$ cat src/rtl/alu_mul_seq.sv
// 8x8 unsigned shift-and-add multiplier that borrows the shared 8-bit ALU.
// Owns the ALU only in ADD/SHIFT; the core muxes alu_op/alu_r/alu_dr/alu_c in.
module alu_mul_seq #(
  parameter bit         SKIP_ZERO = 1'b0,
  parameter logic [8:0] IDLE_OP   = 9'h000
) (
  input  logic        i_clk,
  input  logic        i_reset,
  input  logic        i_start,
  input  logic [7:0]  i_a,
  input  logic [7:0]  i_b,
  output logic        o_busy,
  output logic        o_done,
  output logic [15:0] o_product,
  output logic        o_alu_own,
  output logic [8:0]  o_alu_op,
  output logic [7:0]  o_alu_r,
  output logic [7:0]  o_alu_dr,
  output logic        o_alu_c,
  input  logic [7:0]  i_alu_out,
  input  logic        i_alu_co
);

  // state | meaning
  // IDLE  | waiting for start, ALU released
  // ADD   | hi += m when lo[0] is set, carry captured into c
  // SHIFT | rotate {c,hi,lo} right by one through the ALU
  // DONE  | one-cycle done pulse, product valid
  localparam logic [1:0] S_IDLE  = 2'd0;
  localparam logic [1:0] S_ADD   = 2'd1;
  localparam logic [1:0] S_SHIFT = 2'd2;
  localparam logic [1:0] S_DONE  = 2'd3;

  localparam logic [8:0] OP_ADD  = 9'h004;
  localparam logic [8:0] OP_PASS = 9'h000;
  localparam logic [8:0] OP_ROR  = 9'h183;

  logic [1:0] r_state;
  logic [7:0] r_m;
  logic [7:0] r_hi;
  logic [7:0] r_lo;
  logic       r_c;
  logic [2:0] r_iter;

  always_comb begin
    o_alu_op = IDLE_OP;
    o_alu_r  = 8'h00;
    o_alu_dr = 8'h00;
    o_alu_c  = 1'b0;
    case (r_state)
      S_ADD: begin
        o_alu_op = r_lo[0] ? OP_ADD : OP_PASS;
        o_alu_r  = r_hi;
        o_alu_dr = r_m;
      end
      S_SHIFT: begin
        o_alu_op = OP_ROR;
        o_alu_r  = r_hi;
        o_alu_c  = r_c;
      end
      default: ;
    endcase
  end

  assign o_busy    = (r_state == S_ADD) || (r_state == S_SHIFT);
  assign o_alu_own = o_busy;
  assign o_done    = (r_state == S_DONE);
  // hi/lo are untouched after the last shift, so the product holds until the next start reloads them
  assign o_product = {r_hi, r_lo};

  always_ff @(posedge i_clk) begin
    if (!i_reset) begin
      r_state <= S_IDLE;
      r_m     <= 8'h00;
      r_hi    <= 8'h00;
      r_lo    <= 8'h00;
      r_c     <= 1'b0;
      r_iter  <= 3'd0;
    end else begin
      case (r_state)
        S_IDLE: begin
          if (i_start) begin
            r_m     <= i_a;
            r_hi    <= 8'h00;
            r_lo    <= i_b;
            r_iter  <= 3'd0;
            r_c     <= 1'b0;
            r_state <= (SKIP_ZERO && !i_b[0]) ? S_SHIFT : S_ADD;
          end
        end
        S_ADD: begin
          if (r_lo[0]) begin
            r_hi <= i_alu_out;
            r_c  <= i_alu_co;
          end else begin
            r_c  <= 1'b0;
          end
          r_state <= S_SHIFT;
        end
        S_SHIFT: begin
          r_hi   <= i_alu_out;
          r_lo   <= {i_alu_co, r_lo[7:1]};
          r_c    <= 1'b0;
          r_iter <= r_iter + 3'd1;
          // lo[1] is the multiplier bit that lands in lo[0] after this shift
          if (r_iter == 3'd7)
            r_state <= S_DONE;
          else if (SKIP_ZERO && !r_lo[1])
            r_state <= S_SHIFT;
          else
            r_state <= S_ADD;
        end
        default: r_state <= S_IDLE;
      endcase
    end
  end

endmodule

$ cat config.mk
export PLATFORM = sky130hd
export DESIGN_NAME = alu_mul_seq
export DESIGN_NICKNAME = d
export VERILOG_FILES = /design/src/rtl/alu_mul_seq.sv
export SDC_FILE = /design/constraint.sdc
export NUM_CORES = 1
export LEC_CHECK = 0
export CORE_UTILIZATION = 30
export CTS_CLUSTER_SIZE = 8
export DETAILED_ROUTE_END_ITERATION = 10
export SLEW_MARGIN = 10
export SYNTH_ARGS = -nofsm -noshare
export SYNTH_HDL_FRONTEND = slang
export SYNTH_SLANG_ARGS = --single-unit
$ cat constraint.sdc
create_clock -name i_clk -period 2.29 [get_ports i_clk]
set_input_delay 0.229 -clock i_clk [delete_from_list [all_inputs] [get_ports i_clk]]
set_output_delay 0.229 -clock i_clk [all_outputs]
set_load 0.02 [all_outputs]
# Yosys cells after proc, flatten, opt, wreduce, memory -nomap -nowiden
# Cells that the tools add are included.
# op_classes
n_mux	18
n_reduce_logical	9
n_eq_ne	6
add_sub_neg	1
# ops
cell	count
$mux W8	5
$pmux W8 S3	1
$pmux W9 S2	1
$pmux W8 S2	1
$mux W3	2
$pmux W2 S3	1
$pmux W3 S2	1
$reduce_and A2 Y1	3
$eq A2 B2 Y1 const B	2
$mux W2	2
$ne A2 B2 Y1 const B	2
$add A3 B1 Y3 const B	1
$eq A3 B3 Y1 const B	1
$mux W1	3
$pmux W1 S3	1
$reduce_and A3 Y1	1
$reduce_bool A3 Y1	1
$eq A2 B1 Y1 const B	1
$logic_not A2 Y1	1
$reduce_bool A2 Y1	1
$reduce_or A2 Y1	1
$logic_or A1 B1 Y1	1
# totals
input_bits	28
register_bits	30
output_inout_bits	45

# Logic depth before layout (Yosys ltp)
# Gate-level depths: netlist (run 1).
# depth
ltp_word	3
depth_mapped	7
ltp_nobuf	5

# Worst setup path after synthesis (run 1)
# No wires, ideal clock.
# synth_path
kind	register -> register
startpoint	register r_state[0]
endpoint	register r_lo[0]
period_less_slack_ps	1788
required_ps	2174
path_slack_ps	502
arrival_ps	1672
stages_incl_launch_ff	7
path_buffers	2
cell_sequence	dfxtp_1 -> inv_1 -> ha_1 -> buf_2 -> mux2_2 -> buf_2 -> o211a_1
# synth_between
elab_chain_cells	3
# synth_lines
element	line	text
start, declared	38	logic [1:0] r_state;
start signal, assigned	88	r_state <= (SKIP_ZERO && !i_b[0]) ? S_SHIFT : S_ADD;
$eq A2 B2 Y1 or $logic_not A2 Y1 (tied branches)	80	case (r_state)
$reduce_bool A2 Y1 (no line) or $ne A2 B2 Y1 (tied branches)	-	
$reduce_and A2 Y1 (no line)	-	
end signal, assigned	85	r_lo <= i_b;
end signal, assigned	102	r_lo <= {i_alu_co, r_lo[7:1]};
end, declared	41	logic [7:0] r_lo;
# Several ways; a longest one is shown, not always the timed one.
# A chain may end at the register's enable or synchronous reset.

# Worst setup path after layout (run 1)
# layout_path
startpoint	register r_state[0]
endpoint	output o_alu_op[1]
# layout_between
elab_chain_cells	2
# layout_lines
element	line	text
$eq A2 B2 Y1 or $eq A2 B1 Y1 (tied branches)	50	case (r_state)
$pmux W9 S2 (*)	50	
end, declared	16	output logic [8:0] o_alu_op,
# Every way passes the cells marked *; elsewhere a longest branch is shown, timed or not.

==> flow_metrics.tcl, run 1 <==
set metrics [dict create \
    grt_pass1_vias 1299 \
    timing.reg2reg.worst_path_depth 5 \
    hold_buffers 0 \
    synth-xor-area-share_pct 0 \
    synth-seq-area-share_pct 37.68 \
    nNetsFinal 276 \
    yosys.area_share.simple_pct 24.10 \
    path_max_fanout 10 \
    worst_slew_pin_slew_ns 0.5391 \
    final_hold_viol_count 0 \
    synthCells 175 \
    ios 73 \
    n_antenna_cell 0 \
    dr_total_vias 1393 \
    gp_congestion 0.7414 \
    cts_sinks 30 \
    drive_gt1_share_pct 7.054 \
    synth_top_area_cell "dfxtp_1" \
    clk_pin_slew_ns 0.07 \
    grt_pass1_wl_um 5844 \
    r2r-start "r_state[0]" \
    cts_tree "built" \
    die_w_um 74.90 \
    drtIter0Drc 26 \
    ys_ff_latch 30 \
    clockBufferDepth 2 \
    core_mm2 0.005107 \
    vdd_ir_drop_max_mv 0.3006 \
    arrival_ns 1.94 \
    fin_tns_setup_ns 0 \
    dp_hpwl_um 2636 \
    first_pass_iters 6 \
    fmax_mhz 462.1 \
    synth_fa_ha_area_share_pct 6.279 \
    synth.area.top_cells "dfxtp_1 (38%), mux2i_1 (11%), and2_1 (7.1%)" \
    port_buffers 68 \
    wirelength_um 3701 \
    synth_compound_area_share_pct 12.87 \
    cp-end-kind "primary output" \
    postCtsSetupRepairBufs 0 \
    drc_errors 0 \
    track_usage_pct 13.73 \
    required_ns 2.06 \
    final_area_mm2 0.002394 \
    numCtsBuffers 5 \
    criticalPathCategory "reg -> out" \
    clkLatencyLatePin_ns 0.28 \
    finalMaxSlewViolations 0 \
    hold_path.class "reg -> reg" \
    start_util_pct 31.21 \
    fin_crit_sh_pct 94.50 \
    finalClockSkew_ns 0.008931 \
    r2r_slack_ns 0.48 \
    min-delay-start "r_m[4]" \
    p_leak_nw 1.060 \
    synth_top_area_share_pct 37.68 \
    area_delta_synth_final_pct 50.16 \
    antenna_found_initial 0 \
    syn_avg_cell_area_um2 9.109 \
    h-tree-depth 2 \
    p_per_area_mw_per_mm2 873.0 \
    status "finished clean" \
    slew_headroom_pct 63.94 \
    fillers 518 \
    ys_warn_count 0 \
    maxCapViolCount 0 \
    wl_per_cell_um 11.90 \
    gr-total-overflow 0 \
    synthDistinctLibCells 27 \
    die_y_um 74.90 \
    ys.flop_type "dfxtp_1" \
    synthMuxAreaShare_pct 11.38 \
    cts-root-buf "clkbuf_8" \
    core.rowCount 26 \
    rsz0062_at_grt "no" \
    die_area_mm2 0.005609 \
    regToRegEndpoint "r_hi[5]" \
    grt_start_max_net_pins 39 \
    place_area_mm2 0.002300 \
    synth-edff-count 0 \
    setup_viol 0 \
    hold_depth 2 \
    synthArstFlopShare_pct 0 \
    drtAntennaViolNets 0 \
    netlist_area_mm2 0.001594 \
    viasPerCell 4.479 \
    synth_top_family_by_area "simple AND/OR/NAND/NOR gates" \
    min_period_ns 2.164 \
    hold_end "r_m[4]" \
    cp-start-kind "flip-flop" \
]
## where the power goes
part / internal [mW] / switching [mW]
logic: 0.450 / 0.516
clock network: 0.241 / 0.195
registers: 0.618 / 0.0691
total: 1.31 / 0.780
## through the flow
stage | power (mW) | setup slack [ns] | instances | hold WS (ns) | util [%]
2_1_floorplan | 1.330 | 0.5017 | 178 | 0.3851 | -
3_3_place_gp | 1.680 | 0.3291 | 303 | 0.4474 | 45.03
3_5_place_dp | 1.682 | 0.3096 | 303 | 0.4521 | 45.03
4_1_cts | 2.130 | 0.0003704 | 311 | 0.4614 | 46.74
5_1_grt | 2.242 | 0.02637 | 311 | 0.4765 | 46.86
6_report | 2.090 | 0.1259 | 311 | 0.4559 | 46.86
## worst max-delay path by stage
stage                     from          end  slack, ns  cells past startpoint
floorplan           r_state[0]      r_lo[0]       0.50                      6
global placement    r_state[0]   o_alu_r[5]       0.33                      5
detailed placement  r_state[0]   o_alu_r[5]       0.31                      5
CTS                 r_state[0]   o_alu_r[2]     0.0004                      5
global route        r_state[0]      o_alu_c       0.03                      4
finish              r_state[0]  o_alu_op[1]       0.13                      4
## layout make-up
type | count | area, µm² | area share [%]
Clock buffer | 6 | 82.58 | 3.450
Multi-Input combinational cell | 128 | 885.9 | 37.01
Tap cell | 70 | 87.58 | 3.659
Timing Repair Buffer | 73 | 715.7 | 29.90
Sequential cell | 30 | 601.8 | 25.14
Inverter | 2 | 7.507 | 0.3136
Clock inverter | 2 | 12.51 | 0.5227
## cell usage after synthesis (2+ instances only)
cell,number
and2_1,18
nor2b_1,3
buf_4,8
a21boi_0,11
dfxtp_1,30
mux2i_1,17
inv_1,2
nand3_1,17
nand2_1,27
or3_1,2
ha_1,8
buf_2,5
o211a_1,8
clkbuf_1,4
a32oi_1,2
o21ai_0,2
## worst max-delay path, stage by stage (launching register included)
cell and delay (ns):
dfxtp_2 0.35, inv_1 0.11, ha_1 0.38, buf_4 0.21, clkdlybuf4s50_1 0.60
## routing by layer
layer / up-vias / track usage, % / part of all wire (%)
li1: 716 / - / -
met1: 643 / 16.87 / 49
met2: 32 / 23.02 / 46
met3: 2 / 3.748 / 4.1
met4: 0 / 5.031 / 0.95
met5: - / 0 / 0
## cells in the final DEF, fill, tap and decap left out, drive strengths merged, types with 5 or more instances in the layout
cell	count
ha	8
o211a	8
mux2i	17
a21boi	11
buf	5
dfxtp	30
nand3	17
clkdlybuf4s50	60
clkbuf	6
and2	18
nand2	27
dlygate4sd2	6
## cells by family (layout without fill, tap and decap cells)
| group | Yosys count | count (layout) |
|---|---|---|
| AOI/OAI and AO/OA | 25 | 25 |
| adders and majority gates | 8 | 8 |
| buffers and inverters | 20 | 83 |
| DFF | 30 | 30 |
| muxes | 18 | 18 |
| other | 1 | 4 |
| and+or+nand+nor | 73 | 73 |
## state kept, by name (all words and copies together) (netlist names)
register	count
r_hi	8
r_c	1
r_state	2
r_m	8
r_lo	8
r_iter	3
## what timing repair did
item | in CTS | in global routing
gates resized for setup | 6 | 3
gates cloned | 0 | 0
setup endpoints to repair | 6 | 8
No activity file was read; power rests on OpenSTA's default activity.
==> run 2, diff against run 1 <==
--- a/config.mk
+++ b/config.mk
@@ -12,3 +12,4 @@
 export SYNTH_ARGS = -nofsm -noshare
 export SYNTH_HDL_FRONTEND = slang
 export SYNTH_SLANG_ARGS = --single-unit
+export TNS_END_PERCENT = 50
==> results of run 2 <==
Final layout, timing and power as in run 1 (identical DEF).
==> run 3, diff against run 2 <==
--- a/config.mk
+++ b/config.mk
@@ -6,7 +6,7 @@
 export NUM_CORES = 1
 export LEC_CHECK = 0
 export CORE_UTILIZATION = 30
-export CTS_CLUSTER_SIZE = 8
+export CTS_CLUSTER_SIZE = 12
 export DETAILED_ROUTE_END_ITERATION = 10
 export SLEW_MARGIN = 10
 export SYNTH_ARGS = -nofsm -noshare
==> results of run 3 <==
Final layout, timing and power as in run 1 (identical DEF).
